### src/rtl/bpu_update_queue.sv
// bpu_update_queue
// Collects up to two resolved branches per cycle from commit, stores them in
// a circular buffer and replays them in program order to the TAGE predictor
// at one update per cycle. commit_ready_o throttles the commit side.
// Optional feature macro: BPU_UPDATE_PERF_EN enables the three perf counters;
// when undefined the perf ports are tied to zero.
module bpu_update_queue #(
    parameter int unsigned DEPTH      = 8,
    parameter int unsigned ADDR_WIDTH = 32,
    parameter int unsigned META_WIDTH = 64
) (
    input  logic                    clk,
    input  logic                    rst_n,
    input  logic [1:0]              commit_valid_i,
    input  logic [2*ADDR_WIDTH-1:0] commit_pc_i,
    input  logic [2*META_WIDTH-1:0] commit_meta_i,
    input  logic [1:0]              commit_pred_taken_i,
    input  logic [1:0]              commit_taken_i,
    input  logic [1:0]              commit_is_cond_i,
    output logic                    commit_ready_o,
    output logic                    update_valid_o,
    output logic [ADDR_WIDTH-1:0]   update_pc_o,
    output logic [META_WIDTH-1:0]   update_meta_o,
    output logic                    update_predict_correct_o,
    output logic                    update_branch_taken_o,
    output logic                    update_is_conditional_o,
    output logic [31:0]             perf_update_cnt_o,
    output logic [31:0]             perf_mispredict_cnt_o,
    output logic [31:0]             perf_stall_cnt_o
);

    localparam int unsigned PW = $clog2(DEPTH);

    logic [PW-1:0]         r_wptr;
    logic [PW-1:0]         r_rptr;
    logic [PW:0]           r_count;

    logic [ADDR_WIDTH-1:0] r_pc    [DEPTH];
    logic [META_WIDTH-1:0] r_meta  [DEPTH];
    logic                  r_taken [DEPTH];
    logic                  r_cond  [DEPTH];
    logic                  r_corr  [DEPTH];

    logic                  w_ready;
    logic [1:0]            w_acc;
    logic [1:0]            w_n_enq;
    logic                  w_deq;
    logic [PW-1:0]         w_slot1_idx;

    // Acceptance is all-or-nothing: two free slots are required even for a
    // single commit, so a held producer never sees partial acceptance.
    always_comb begin
        w_ready     = (r_count <= (PW+1)'(DEPTH - 2));
        w_acc       = w_ready ? commit_valid_i : 2'b00;
        w_n_enq     = {1'b0, w_acc[0]} + {1'b0, w_acc[1]};
        w_deq       = (r_count != '0);
        // slot 1 lands right after slot 0, or at wptr when slot 0 is empty
        w_slot1_idx = r_wptr + PW'(w_acc[0]);
    end

    assign commit_ready_o = w_ready;

    // Entry storage; contents are don't-care after reset so no reset here.
    always_ff @(posedge clk) begin
        if (w_acc[0]) begin
            r_pc[r_wptr]    <= commit_pc_i[ADDR_WIDTH-1:0];
            r_meta[r_wptr]  <= commit_meta_i[META_WIDTH-1:0];
            r_taken[r_wptr] <= commit_taken_i[0];
            r_cond[r_wptr]  <= commit_is_cond_i[0];
            r_corr[r_wptr]  <= (commit_pred_taken_i[0] == commit_taken_i[0]);
        end
        if (w_acc[1]) begin
            r_pc[w_slot1_idx]    <= commit_pc_i[2*ADDR_WIDTH-1:ADDR_WIDTH];
            r_meta[w_slot1_idx]  <= commit_meta_i[2*META_WIDTH-1:META_WIDTH];
            r_taken[w_slot1_idx] <= commit_taken_i[1];
            r_cond[w_slot1_idx]  <= commit_is_cond_i[1];
            r_corr[w_slot1_idx]  <= (commit_pred_taken_i[1] == commit_taken_i[1]);
        end
    end

    // Pointer and occupancy bookkeeping.
    always_ff @(posedge clk or negedge rst_n) begin
        if (!rst_n) begin
            r_wptr  <= '0;
            r_rptr  <= '0;
            r_count <= '0;
        end else begin
            r_wptr  <= r_wptr + PW'(w_n_enq);
            r_rptr  <= r_rptr + PW'(w_deq);
            r_count <= r_count + (PW+1)'(w_n_enq) - (PW+1)'(w_deq);
        end
    end

    // Output register: load the pre-edge head whenever the queue is non-empty.
    always_ff @(posedge clk or negedge rst_n) begin
        if (!rst_n) begin
            update_valid_o           <= 1'b0;
            update_pc_o              <= '0;
            update_meta_o            <= '0;
            update_predict_correct_o <= 1'b0;
            update_branch_taken_o    <= 1'b0;
            update_is_conditional_o  <= 1'b0;
        end else begin
            update_valid_o <= w_deq;
            if (w_deq) begin
                update_pc_o              <= r_pc[r_rptr];
                update_meta_o            <= r_meta[r_rptr];
                update_predict_correct_o <= r_corr[r_rptr];
                update_branch_taken_o    <= r_taken[r_rptr];
                update_is_conditional_o  <= r_cond[r_rptr];
            end
        end
    end

`ifdef BPU_UPDATE_PERF_EN
    logic [31:0] r_upd_cnt;
    logic [31:0] r_mis_cnt;
    logic [31:0] r_stall_cnt;

    // Counters step with the dequeue so they match the strobe being presented.
    always_ff @(posedge clk or negedge rst_n) begin
        if (!rst_n) begin
            r_upd_cnt   <= '0;
            r_mis_cnt   <= '0;
            r_stall_cnt <= '0;
        end else begin
            if (w_deq)
                r_upd_cnt <= r_upd_cnt + 32'd1;
            if (w_deq && r_cond[r_rptr] && !r_corr[r_rptr])
                r_mis_cnt <= r_mis_cnt + 32'd1;
            if ((commit_valid_i != 2'b00) && !w_ready)
                r_stall_cnt <= r_stall_cnt + 32'd1;
        end
    end

    assign perf_update_cnt_o     = r_upd_cnt;
    assign perf_mispredict_cnt_o = r_mis_cnt;
    assign perf_stall_cnt_o      = r_stall_cnt;
`else
    assign perf_update_cnt_o     = '0;
    assign perf_mispredict_cnt_o = '0;
    assign perf_stall_cnt_o      = '0;
`endif

endmodule

### config.mk
export PLATFORM = sky130hd
export DESIGN_NAME = bpu_update_queue
export DESIGN_NICKNAME = d
export VERILOG_FILES = /design/src/rtl/bpu_update_queue.sv
export SDC_FILE = /design/constraint.sdc
export NUM_CORES = 1
export LEC_CHECK = 0
export BUFFER_PORTS_ARGS = -buffer_cell sky130_fd_sc_hd__buf_4
export CORE_MARGIN = 5
export CORE_UTILIZATION = 25
export DETAILED_ROUTE_END_ITERATION = 8
export PLACE_DENSITY = 0.37
export SETUP_SLACK_MARGIN = 0.3
export SYNTH_ARGS = -nofsm -noshare
export SYNTH_HDL_FRONTEND = slang
export SYNTH_SLANG_ARGS = --single-unit
### constraint.sdc
create_clock -name clk -period 14.6 [get_ports clk]
set_input_delay 2.19 -clock clk [delete_from_list [all_inputs] [get_ports clk]]
set_output_delay 2.19 -clock clk [all_outputs]
set_load 0.05 [all_outputs]
# After elaboration in Yosys (flattened, before gate mapping)
# Memories as Yosys holds them, arrays and structs flattened. A register that Yosys moved wholly into a read port is not among the register bits.
# Cells that the tools add are included.
# totals
regBits,11
latchBits,0
ramBits,792
rom_bits,0
inputBits,202
mem_count,5
# classes
addsub,6
n_mul,0
n_div,0
magnitude_cmp,1
n_eq_ne,2
shift,0
muxes,5
n_bitwise,0
n_reduce_logical,6
# mem_list
name,words,word_bits,rd,rd_clocked_by_memory_dff,write_ports,line,source
r_meta,8,64,1,1,2,39,logic [META_WIDTH-1:0] r_meta [DEPTH];
r_pc,8,32,1,1,2,38,logic [ADDR_WIDTH-1:0] r_pc [DEPTH];
r_cond,8,1,1,1,2,41,logic r_cond [DEPTH];
r_corr,8,1,1,1,2,42,logic r_corr [DEPTH];
r_taken,8,1,1,1,2,40,logic r_taken [DEPTH];
# op_table
op,count
adder 3 x 1 -> 3 bit,2
logical NOT 1 bit,5
adder 4 x 2 -> 4 bit,1
"<= comparator 4 x 3 -> 1 bit, second input constant",1
two-way mux 1 bit,4
nonzero test 4 bit,1
subtractor 4 x 1 -> 4 bit,1
adder 3 x 2 -> 3 bit,1
adder 1 x 1 -> 2 bit,1
equality test 1 bit,2
two-way mux 2 bit,1

# Logic depth before layout (Yosys ltp)
# Gate-level depths: netlist of run 1.
# depth
ltp_word,5
ltp_mapped,13
depth_no_buf,13

# Least setup slack after synthesis of run 1
# OpenSTA, ideal clock, no wires.
# synth_path
path_kind,input -> register
from,input port commit_valid_i[0]
to,"memory r_cond[2], enable pin"
setup_time_ps,702
arrival_time_ps,9762
required_ps,13898
path_slack_ps,4136
path_stages,3
n_path_buf,0
path_cell_list,and3_1 > nand2_1 > o31ai_1
# synth_rtl
item,line,source
from (decl),14,"input logic [1:0] commit_valid_i,"
to (decl),41,

==> results of run 1 <==
[cells by family after synthesis]
group | count (synthesis) | synth area share
and+or+nand+nor | 323 | 0.03082
AOI/OAI and AO/OA | 209 | 0.03450
xor gates and xnor gates | 8 | 0.001867
muxes | 1188 | 0.2985
DFF | 902 | 0.5821
buffers and inverters | 311 | 0.04737
adders and majority gates | 16 | 0.004721
other | 1 | 0.00008226
[critical path, delay by kind of cell]
family	cells	cell delay (ns)
buf+inv	4	2.45
fa+ha+maj	2	0.52
simple gates	2	0.51
xor+xnor	1	0.23
mux	1	0.35
[stage by stage]
step	hold slack, ns	total power [mW]	utilization	instances	instance area, µm²
final	0.4642	11.33	0.2959	5710	53600
after global routing	0.4916	11.95	0.2958	5704	53580
after CTS	0.4713	11.62	0.2958	5702	53580
after detailed placement	0.4566	8.656	0.2748	5487	49770
after global placement	0.4547	8.639	0.2748	5487	49770
after floorplan	0.4734	7.092	-	3053	45940
[worst min path at each step]
stage	cells after the start	startpoint	slack, ns	to
after CTS	2	update_meta_o[42]	0.47	update_meta_o[42]
after global routing	2	update_pc_o[1]	0.49	update_pc_o[1]
after detailed placement	2	update_pc_o[21]	0.46	update_pc_o[21]
after floorplan	1	r_rptr[0]	0.47	r_rptr[0]
after global placement	2	update_meta_o[58]	0.45	update_meta_o[58]
final	2	update_meta_o[20]	0.46	update_meta_o[20]
[flip-flops by register name, indices dropped and copies added, names as in the netlist]
register	flops
r_corr	8
update_predict_correct_o	1
update_pc_o	32
update_meta_o	64
r_taken	8
r_cond	8
r_pc	256
r_count	4
update_branch_taken_o	1
r_rptr	3
r_wptr	3
r_meta	512
update_valid_o	1
update_is_conditional_o	1
[cells in the mapped netlist]
master	number
buf_12	20
conb_1	1
nand2b_1	2
mux2_2	554
a22oi_1	198
edfxtp_1	792
a21bo_4	1
nand4b_1	1
xnor2_2	1
xor2_2	1
mux2_4	196
xnor2_1	2
nand2_1	203
o21ai_0	1
a21o_1	1
a21oi_1	1
inv_2	2
nor4b_2	2
nand3_1	102
and3_1	1
buf_4	128
nor2b_1	2
buf_2	77
nor2_1	3
buf_1	12
xor2_1	4
fa_1	2
ha_1	14
inv_1	14
mux2i_1	404
clkbuf_1	46
buf_6	12
mux2_1	34
nand3_4	1
o31ai_1	2
dfrtp_1	110
and2_1	3
o21bai_1	5
nor3_1	3
[area by class of cell]
type / count / area, µm² / area share
flip-flops and latches: 902 / 26540 / 0.4952
multi-input cells: 1840 / 17430 / 0.3252
clock buffers: 179 / 3431 / 0.06401
well taps: 2370 / 2965 / 0.05533
repair buffers: 359 / 2774 / 0.05176
clock inverters: 36 / 374.1 / 0.006980
inverters: 16 / 65.06 / 0.001214
diodes: 8 / 20.02 / 0.0003735
[routing by layer]
layer	wire length, µm	vias to the layer above	global-route usage
met5	86	-	0
met4	2604	14	0.03563
met3	5600	159	0.02479
met2	74770	504	0.2657
met1	65590	13355	0.1950
li1	-	11769	-
[power breakdown]
group,internal (mW),leakage (nW),switching [mW]
logic,1.54,9.60,2.95
clock network,1.73,1.86,1.17
registers,3.70,8.44,0.247
total,6.96,19.9,4.36
==> run metrics, run 1 <==
clock sink count=~900; Critical path origin=commit_valid_i[0]; Post-Syn Instances=roughly 3000; register area share after synthesis=0.5821; Hold Crit Class=register to register; final setup margin=~8.8 ns; TritonCTS clock tree=yes; DRT iter0 DRCs=about 1300; Final Hold Vio Count=0; Inserted Clock Buffers=between 100 and 150; fin. max-slew vios=0; Netlist cell types=39; Tcrit/Tclk final=0.4005; Ys Warns=0; Max Cap Violations=0; RSZ-0062 raised after global routing=no; vias in the first global route=between 20000 and 30000; IO buf count=302; CP max-delay cell=buf_4; core area=between 150000 and 200000 µm²; Yosys top cell by area=edfxtp_1; crit-path max cell delay=approximately 0.93 ns; Vias=between 20000 and 30000; DRC=0; Max Clock Skew=roughly 0.024 ns; worst vdd ir=0.0002571 V; largest net degree at the start of global routing=around 110; worst skew pair latency=0.73 ns; min Tclk post-route=about 5.8 ns; num rows=roughly 160; FF+latch count, synth=approximately 900; Die ar.=around 190000 µm²; post_cts resized=0; CTS Root Buffer Type=clkbuf_16; Mapped Avg Cell Area=roughly 15 µm²; pin slew with the least headroom to its limit=between 1 and 1.5 ns; commonest cells after routing, fill and taps aside=edfxtp_1 (792), mux2_2 (554), mux2i_1 (404); DR pass1 iterations=5; commonest non-fill, non-tap cell in the layout=edfxtp_1; CP dominant cell by count=buf_4; Avg WL per Cell=around 26 µm; R2R Path End=r_pc[5][28]; gpl congestion=0.6801; R2R Setup Slk=about 9.5 ns; CP startpoint kind=input pin; share of layout cells above drive strength 1=0.3935; top post-synthesis cells by area=edfxtp_1 (52%), mux2_2 (14%), mux2i_1 (8.9%); first-pass GRT wire length=between 200000 and 250000 µm; Post-CTS Hold Fix Bufs=0; # setup viols final=0; dpl ws=7.882 ns; CTS Buffer Depth=3; status=finished clean; mapped cell area=45580 µm²; GRT overflow=0; post-DP HPWL=82890 µm; Detailed Route WL=148700 µm; Initial Util=0.2517; fin nets=~3500; Worst setup EP type=register; PwrDens=about 210 nW/µm²; GRT Total Usage=0.1514; CP Class=input pin to register; post-route setup TNS=0 ns; Rel. slew slack=0.2487; Ports=about 400; Via density=between 4 and 5; clk slew on worst S/H paths=0.06 ns; r2r worst-path depth=11; # H-tree levels=3; Chip Width=between 400 and 500 µm; CP endpoint=r_pc[5][28]; crit-path max FO=40; # fillers=18181; initial antenna violation count=19; Area Growth Syn to Fin=17.57%; Worst Path Required=about 15 ns; antenna viol nets, final=0; Setup Fix Bufs, Post-CTS=0; r2r startpoint=r_count[2]; Die Ht=approximately 440 µm; Synth top area share=0.5217; CP arrival=~6.3 ns; Leak=19.90 nW; Max Freq=~170 MHz; worst path cell trace=buf_4 -> and3_1 -> ha_1 -> ha_1 -> xnor2_2 -> nor4b_4 -> buf_4 -> buf_4 -> buf_4 -> mux2_4
No activity file was read; power rests on OpenSTA's default activity.
==> inputs of run 2 (changes only) <==
==> constraint.sdc (replaced) <==
create_clock -name clk -period 5.46 [get_ports clk]
set_input_delay 0.819 -clock clk [delete_from_list [all_inputs] [get_ports clk]]
set_output_delay 0.819 -clock clk [all_outputs]
set_load 0.05 [all_outputs]
==> run 2 against run 1 <==
Compared with the run above: cell count about the same; critical endpoint is now r_pc[4][22]; power rose to 2.7 times the previous value; setup slack worse by 7.2 ns; via count up 0.29%; clock power rose to 2.6 times the previous value; clock-buffer cell count down 3; sequential cell count unchanged; core utilization about the same; global-route usage up 0.068 points; largest power group unchanged; first-iteration DRC count up 3.2%; sequential share of layout area down 0.072 points.
==> run metrics, run 2 (synthesized netlist as in run 1, its figures left out) <==
share of layout cells above drive strength 1=0.3873; Final Hold Vio Count=0; gpl congestion=0.6704; Area Growth Syn to Fin=17.74%; initial antenna violation count=30; CP Class=register to register; dpl ws=roughly 1.4 ns; largest net degree at the start of global routing=100; Pint=~18 mW; Max Cap Violations=0; Net Sw Frac=0.3875; # H-tree levels=3; DRC=0; worst vdd ir=between 0.0003 and 0.0004 V; Tcrit/Tclk final=0.7148; Chip Width=roughly 440 µm; worst skew pair latency=between 0.7 and 0.8 ns; Avg WL per Cell=about 26 µm; clock power share=0.247; Largest regs=r_meta: 512 flops, r_pc: 256 flops, update_meta_o: 64 flops; DRT iter0 DRCs=between 1000 and 1500; # setup viols final=0; Initial Util=0.2517; Largest Register=r_meta; vias in the first global route=27798; post_cts resized=0; CTS Buffer Depth=3; GRT Total Usage=0.1521; Max Freq=roughly 260 MHz; Ports=approximately 400; crit-path max FO=48; Die ar.=between 150000 and 200000 µm²; status=finished clean; Via density=4.528; commonest cells after routing, fill and taps aside=edfxtp_1 (792), mux2_2 (554), mux2i_1 (404); P_sw=about 12 mW; R2R Setup Slk=1.56 ns; Worst Path Required=approximately 6 ns; Die Ht=437.0 µm; Post-CTS Hold Fix Bufs=0; CP arrival=around 4.3 ns; num rows=between 150 and 200; GRT overflow=0; TritonCTS clock tree=yes; antenna viol nets, final=0; pin slew with the least headroom to its limit=roughly 1.0 ns; Max Clock Skew=approximately 0.035 ns; fin. max-slew vios=0; post-DP HPWL=roughly 83000 µm; clock sink count=approximately 900; first-pass GRT wire length=211700 µm; CTS Root Buffer Type=clkbuf_16; RSZ-0062 raised after global routing=no; Largest register FFs=between 500 and 600; final setup margin=~1.6 ns; Inserted Clock Buffers=114; Rel. slew slack=0.3083; PwrDens=561.4 nW/µm²; IO buf count=302; DR pass1 iterations=4; Leak=around 20 nW; commonest non-fill, non-tap cell in the layout=edfxtp_1; Detailed Route WL=149400 µm; Vias=25876; worst hold slack=between 0.1 and 0.15 ns; CP startpoint kind=register; Setup Fix Bufs, Post-CTS=0; Worst setup EP type=register; min Tclk post-route=3.903 ns; core area=between 150000 and 200000 µm²; fin nets=between 3000 and 4000; Comb pwr share=0.402; Hold Crit Class=input pin to async pin; share of power burned in registers=0.351; clk slew on worst S/H paths=approximately 0.06 ns
## run 2: final cells by class
| class | count | area, µm² |
|---|---|---|
| Multi-Input combinational cell | 1840 | 17430 |
| Clock inverter | 41 | 364.1 |
| Tap cell | 2370 | 2965 |
| Clock buffer | 176 | 3278 |
| Timing Repair Buffer | 358 | 3004 |
| Fill cell | 18203 | 127500 |
| Antenna cell | 12 | 30.03 |
| Sequential cell | 902 | 26540 |
| Inverter | 16 | 65.06 |
## run 2: layer usage
| layer | global-route usage | share of wire | vias up |
|---|---|---|---|
| li1 | - | - | 11793 |
| met2 | 0.2601 | 0.49 | 490 |
| met4 | 0.03766 | 0.020 | 24 |
| met1 | 0.1980 | 0.45 | 13371 |
| met3 | 0.02933 | 0.039 | 198 |
| met5 | 0 | 0.0012 | - |
## run 2: stage by stage
step	cells	TNS, ns	utilization	power [mW]	cell area, µm²
after global routing	5709	0	0.2962	31.79	53660
after floorplan	3053	-583.85	-	18.89	45950
after global placement	5486	0	0.2760	23.19	50000
after detailed placement	5486	0	0.2760	23.23	50000
after CTS	5703	0	0.2962	30.86	53640
final	5715	0	0.2963	30.13	53670
## run 2: worst max-delay path, cell delays in order, from the launching register on
cell     delay [ns]
dfrtp_1        0.34
inv_1          0.06
ha_1           0.20
a21bo_4        0.23
and3_1         0.25
ha_1           0.23
ha_1           0.36
nor2_1         0.33
nand3_4        0.49
o21ai_4        0.53
buf_12         0.43
## run 2: worst paths after layout
kind | startpoint | cells past startpoint | to
min | rst_n | 1 | update_meta_o[40]
min reg2reg | update_meta_o[18] | 2 | update_meta_o[18]
min in group clk | commit_meta_i[116] | 2 | r_meta[6][52]
max | r_count[3] | 10 | r_pc[4][22]
max in group asynchronous | rst_n | 2 | update_meta_o[0]
max reg2reg | r_count[3] | 10 | r_pc[4][22]
## run 2: power by group through the flow
stage / registers (mW) / clock network, mW / logic (mW)
floorplan: 12.0 / 0 / 6.85
global placement: 10.7 / 0 / 12.5
detailed placement: 10.7 / 0 / 12.5
CTS: 10.6 / 7.73 / 12.5
global route: 10.7 / 8.00 / 13.0
finish: 10.6 / 7.45 / 12.1
==> inputs of run 3 (changes only) <==
--- a/config.mk
+++ b/config.mk
@@ -5,11 +5,12 @@
 export SDC_FILE = /design/constraint.sdc
 export NUM_CORES = 1
 export LEC_CHECK = 0
+export ABC_AREA = 1
 export BUFFER_PORTS_ARGS = -buffer_cell sky130_fd_sc_hd__buf_4
 export CORE_MARGIN = 5
 export CORE_UTILIZATION = 25
 export DETAILED_ROUTE_END_ITERATION = 8
-export PLACE_DENSITY = 0.37
+export PLACE_DENSITY = 0.38
 export SETUP_SLACK_MARGIN = 0.3
 export SYNTH_ARGS = -nofsm -noshare
 export SYNTH_HDL_FRONTEND = slang
==> constraint.sdc (replaced) <==
create_clock -name clk -period 3.1 [get_ports clk]
set_input_delay 0.465 -clock clk [delete_from_list [all_inputs] [get_ports clk]]
set_output_delay 0.465 -clock clk [all_outputs]
set_load 0.05 [all_outputs]
==> run 3 against run 2 <==
Compared with the run above: sequential power up 76%; combinational power up 110%; final area up 6.8%; critical endpoint is now r_pc[4][28]; clock-buffer cell count down 17; clock skew down 0.0091 ns; hold slack worse by 0.021 ns; largest cell class unchanged; largest power group unchanged; clock power up 77%; core utilization up 0.88 points; first-iteration DRC count up 91%; non-clock buffer count up 160; wire length up 15%; via count up 42%.
==> run metrics, run 3 <==
commonest cells after routing, fill and taps aside=nand2_1 (1963), edfxtp_1 (792), inv_1 (711); core area=between 150000 and 200000 µm²; antenna viol nets, final=0; # setup viols final=0; GRT overflow=0; Via density=4.397; worst vdd ir=roughly 0.00076 V; DR pass1 iterations=6; top post-synthesis cells by area=edfxtp_1 (50%), nand2_1 (16%), o21ai_0 (6.8%); Netlist cell types=30; RSZ-0062 raised after global routing=yes; Comb pwr share=0.440; placed cells=8123; post-route setup TNS=0 ns; fin nets=around 6000; dpl ws=roughly 0.27 ns; Async SR Flop Fraction=0.1220; most numerous cell in the Yosys netlist=nand2_1; largest net degree at the start of global routing=around 130; status=finished clean; Die ar.=between 150000 and 200000 µm²; Largest regs=r_meta: 512 flops, r_pc: 256 flops, update_meta_o: 64 flops; Max Cap Violations=0; final setup margin=between 0.3 and 0.4 ns; FF+latch count, synth=902; Hold Crit Class=input pin to register; CP startpoint kind=register; worst skew pair latency=roughly 0.75 ns; Area Growth Syn to Fin=21.37%; Max Freq=366.2 MHz; Tcrit/Tclk final=0.8809; CTS Root Buffer Type=clkbuf_16; TritonCTS clock tree=yes; Die Ht=between 400 and 500 µm; crit-path max FO=5; Worst Path Required=3.56 ns; mapped cell area=between 40000 and 50000 µm²; Yosys top cell by area=edfxtp_1; Leak=approximately 23 nW; Net Sw Frac=0.4280; DRT iter0 DRCs=between 2000 and 3000; Pint=32.53 mW; final std cells w/o fill=8385; DRC=0; Largest register FFs=between 500 and 600; clock power share=0.232; Ys Warns=0; GRT Total Usage=0.1657; CP arrival=between 3 and 4 ns; clk slew on worst S/H paths=roughly 0.06 ns; share of power burned in registers=0.328; CP Class=register to register; Synth top area share=0.5038; synth cell count leaders=nand2_1 (1965), edfxtp_1 (792), inv_1 (714); Final Power=approximately 57 mW; initial antenna violation count=9; Chip Width=between 400 and 500 µm; register area share after synthesis=0.5621; Rel. slew slack=0.4413; vias in the first global route=about 36000; Detailed Route WL=around 170000 µm; pin slew with the least headroom to its limit=approximately 0.84 ns; Max Clock Skew=0.02632 ns; clock sink count=902; fin. max-slew vios=0; Largest Register=r_meta; PwrDens=a little under 1000 nW/µm²; CTS Buffer Depth=3; post-DP HPWL=between 100000 and 150000 µm; Inserted Clock Buffers=roughly 110; Post-Syn Instances=about 5600; share of layout cells above drive strength 1=0.1296; Mapped Avg Cell Area=roughly 8.4 µm²; Post-synth top flop=edfxtp_1; Avg WL per Cell=20.50 µm; Ports=~400; first-pass GRT wire length=around 250000 µm; # H-tree levels=3; commonest non-fill, non-tap cell in the layout=nand2_1; min Tclk post-route=about 2.7 ns; num rows=roughly 160; Worst setup EP type=register; P_sw=between 20 and 25 mW; IO buf count=approximately 300; EDFF count, synth=just under 800; gpl congestion=roughly 0.74; Initial Util=0.2514; Final Hold Vio Count=0; Vias=~37000
[run 3: cell types whose count changed in the layout (fill, tap and decap cells not counted), moves of 50 or more]
cell     delta
a22oi_1   -198
mux2_4    -196
buf_12     +73
mux2i_1   -404
o21ai_0   +626
nand2_1  +1760
o21ai_1   +146
inv_1     +697
buf_4      +50
mux2_2    -554
nand3_1   +503
[run 3: cell families (layout without fill, tap and decap cells)]
| kind of cell | after synthesis | in the layout | synth area share |
|---|---|---|---|
| DFF | 902 | 902 | 0.5621 |
| buffers and inverters | 1253 | 1450 | 0.1178 |
| xor gates and xnor gates | 6 | 6 | 0.001113 |
| and+or+nand+nor | 2615 | 2615 | 0.2279 |
| other | 1 | 100 | 0.00007944 |
| AOI/OAI and AO/OA | 801 | 801 | 0.08651 |
| adders and majority gates | 16 | 16 | 0.004559 |
[run 3: metrics by stage]
stage / area, µm² / utilization / hold slack (ns)
3_3_place_gp: 52890 / 0.2816 / 0.4656
4_1_cts: 56720 / 0.3020 / 0.0001578
3_5_place_dp: 52890 / 0.2816 / 0.4678
6_report: 57300 / 0.3051 / 0.07939
5_1_grt: 57290 / 0.3051 / 0.04463
2_1_floorplan: 47700 / - / 0.1694
[run 3: power by group through the flow]
stage	clock network (mW)	registers, mW	logic, mW
finish	13.2	18.7	25.0
global route	14.0	19.0	27.6
CTS	13.6	18.7	25.2
detailed placement	0	18.9	25.0
global placement	0	18.9	24.9
floorplan	0	21.0	12.7
[run 3: worst max-delay path, stage by stage (launching register included)]
cell       delay [ns]
dfrtp_1          0.40
inv_2            0.09
ha_4             0.13
nand2_2          0.04
nand2_2          0.07
nand2_2          0.07
nor2_4           0.13
ha_4             0.18
ha_4             0.21
inv_4            0.06
nand4_1          0.22
nor2_4           0.26
buf_12           0.16
clkbuf_16        0.19
clkbuf_16        0.17
o21ai_0          0.07
[run 3: repair_timing]
item | in CTS | in global routing
gates resized for setup | 3 | 29
hold buffers | 5 | 0
gates cloned | 2 | 18
endpoints found under the setup margin | 117 | 985
pin swaps | 4 | 6
endpoints found under the hold margin | 59 | 0
buffers inserted | 9 | 11
[run 3: final timing paths]
check | cells past startpoint | slack, ns | startpoint | endpoint
setup / recovery | 15 | 0.37 | r_count[3] | r_pc[4][28]
hold / removal | 3 | 0.08 | commit_meta_i[87] | r_meta[0][23]
setup reg to reg | 15 | 0.37 | r_count[3] | r_pc[4][28]
hold reg to reg | 2 | 0.48 | update_meta_o[39] | update_meta_o[39]
max in group asynchronous | 3 | 2.14 | rst_n | update_meta_o[33]
min in group asynchronous | 2 | 0.27 | rst_n | update_pc_o[22]
[run 3: layout make-up]
class                           count  area, µm²
Clock inverter                     54      462.9
Inverter                          719       2726
Clock buffer                      159       3162
Tap cell                         2495       3122
Antenna cell                        4      10.01
Fill cell                       19842     130500
Sequential cell                   902      26550
Multi-Input combinational cell   3534      15640
Timing Repair Buffer              518       5624
[run 3: metal layers]
layer / global-route usage / vias up / share of wire
met3: 0.02424 / 182 / 0.040
met2: 0.2877 / 724 / 0.49
met5: 0 / - / 0.00020
met4: 0.04352 / 6 / 0.022
li1: - / 18269 / -
met1: 0.2164 / 17690 / 0.45
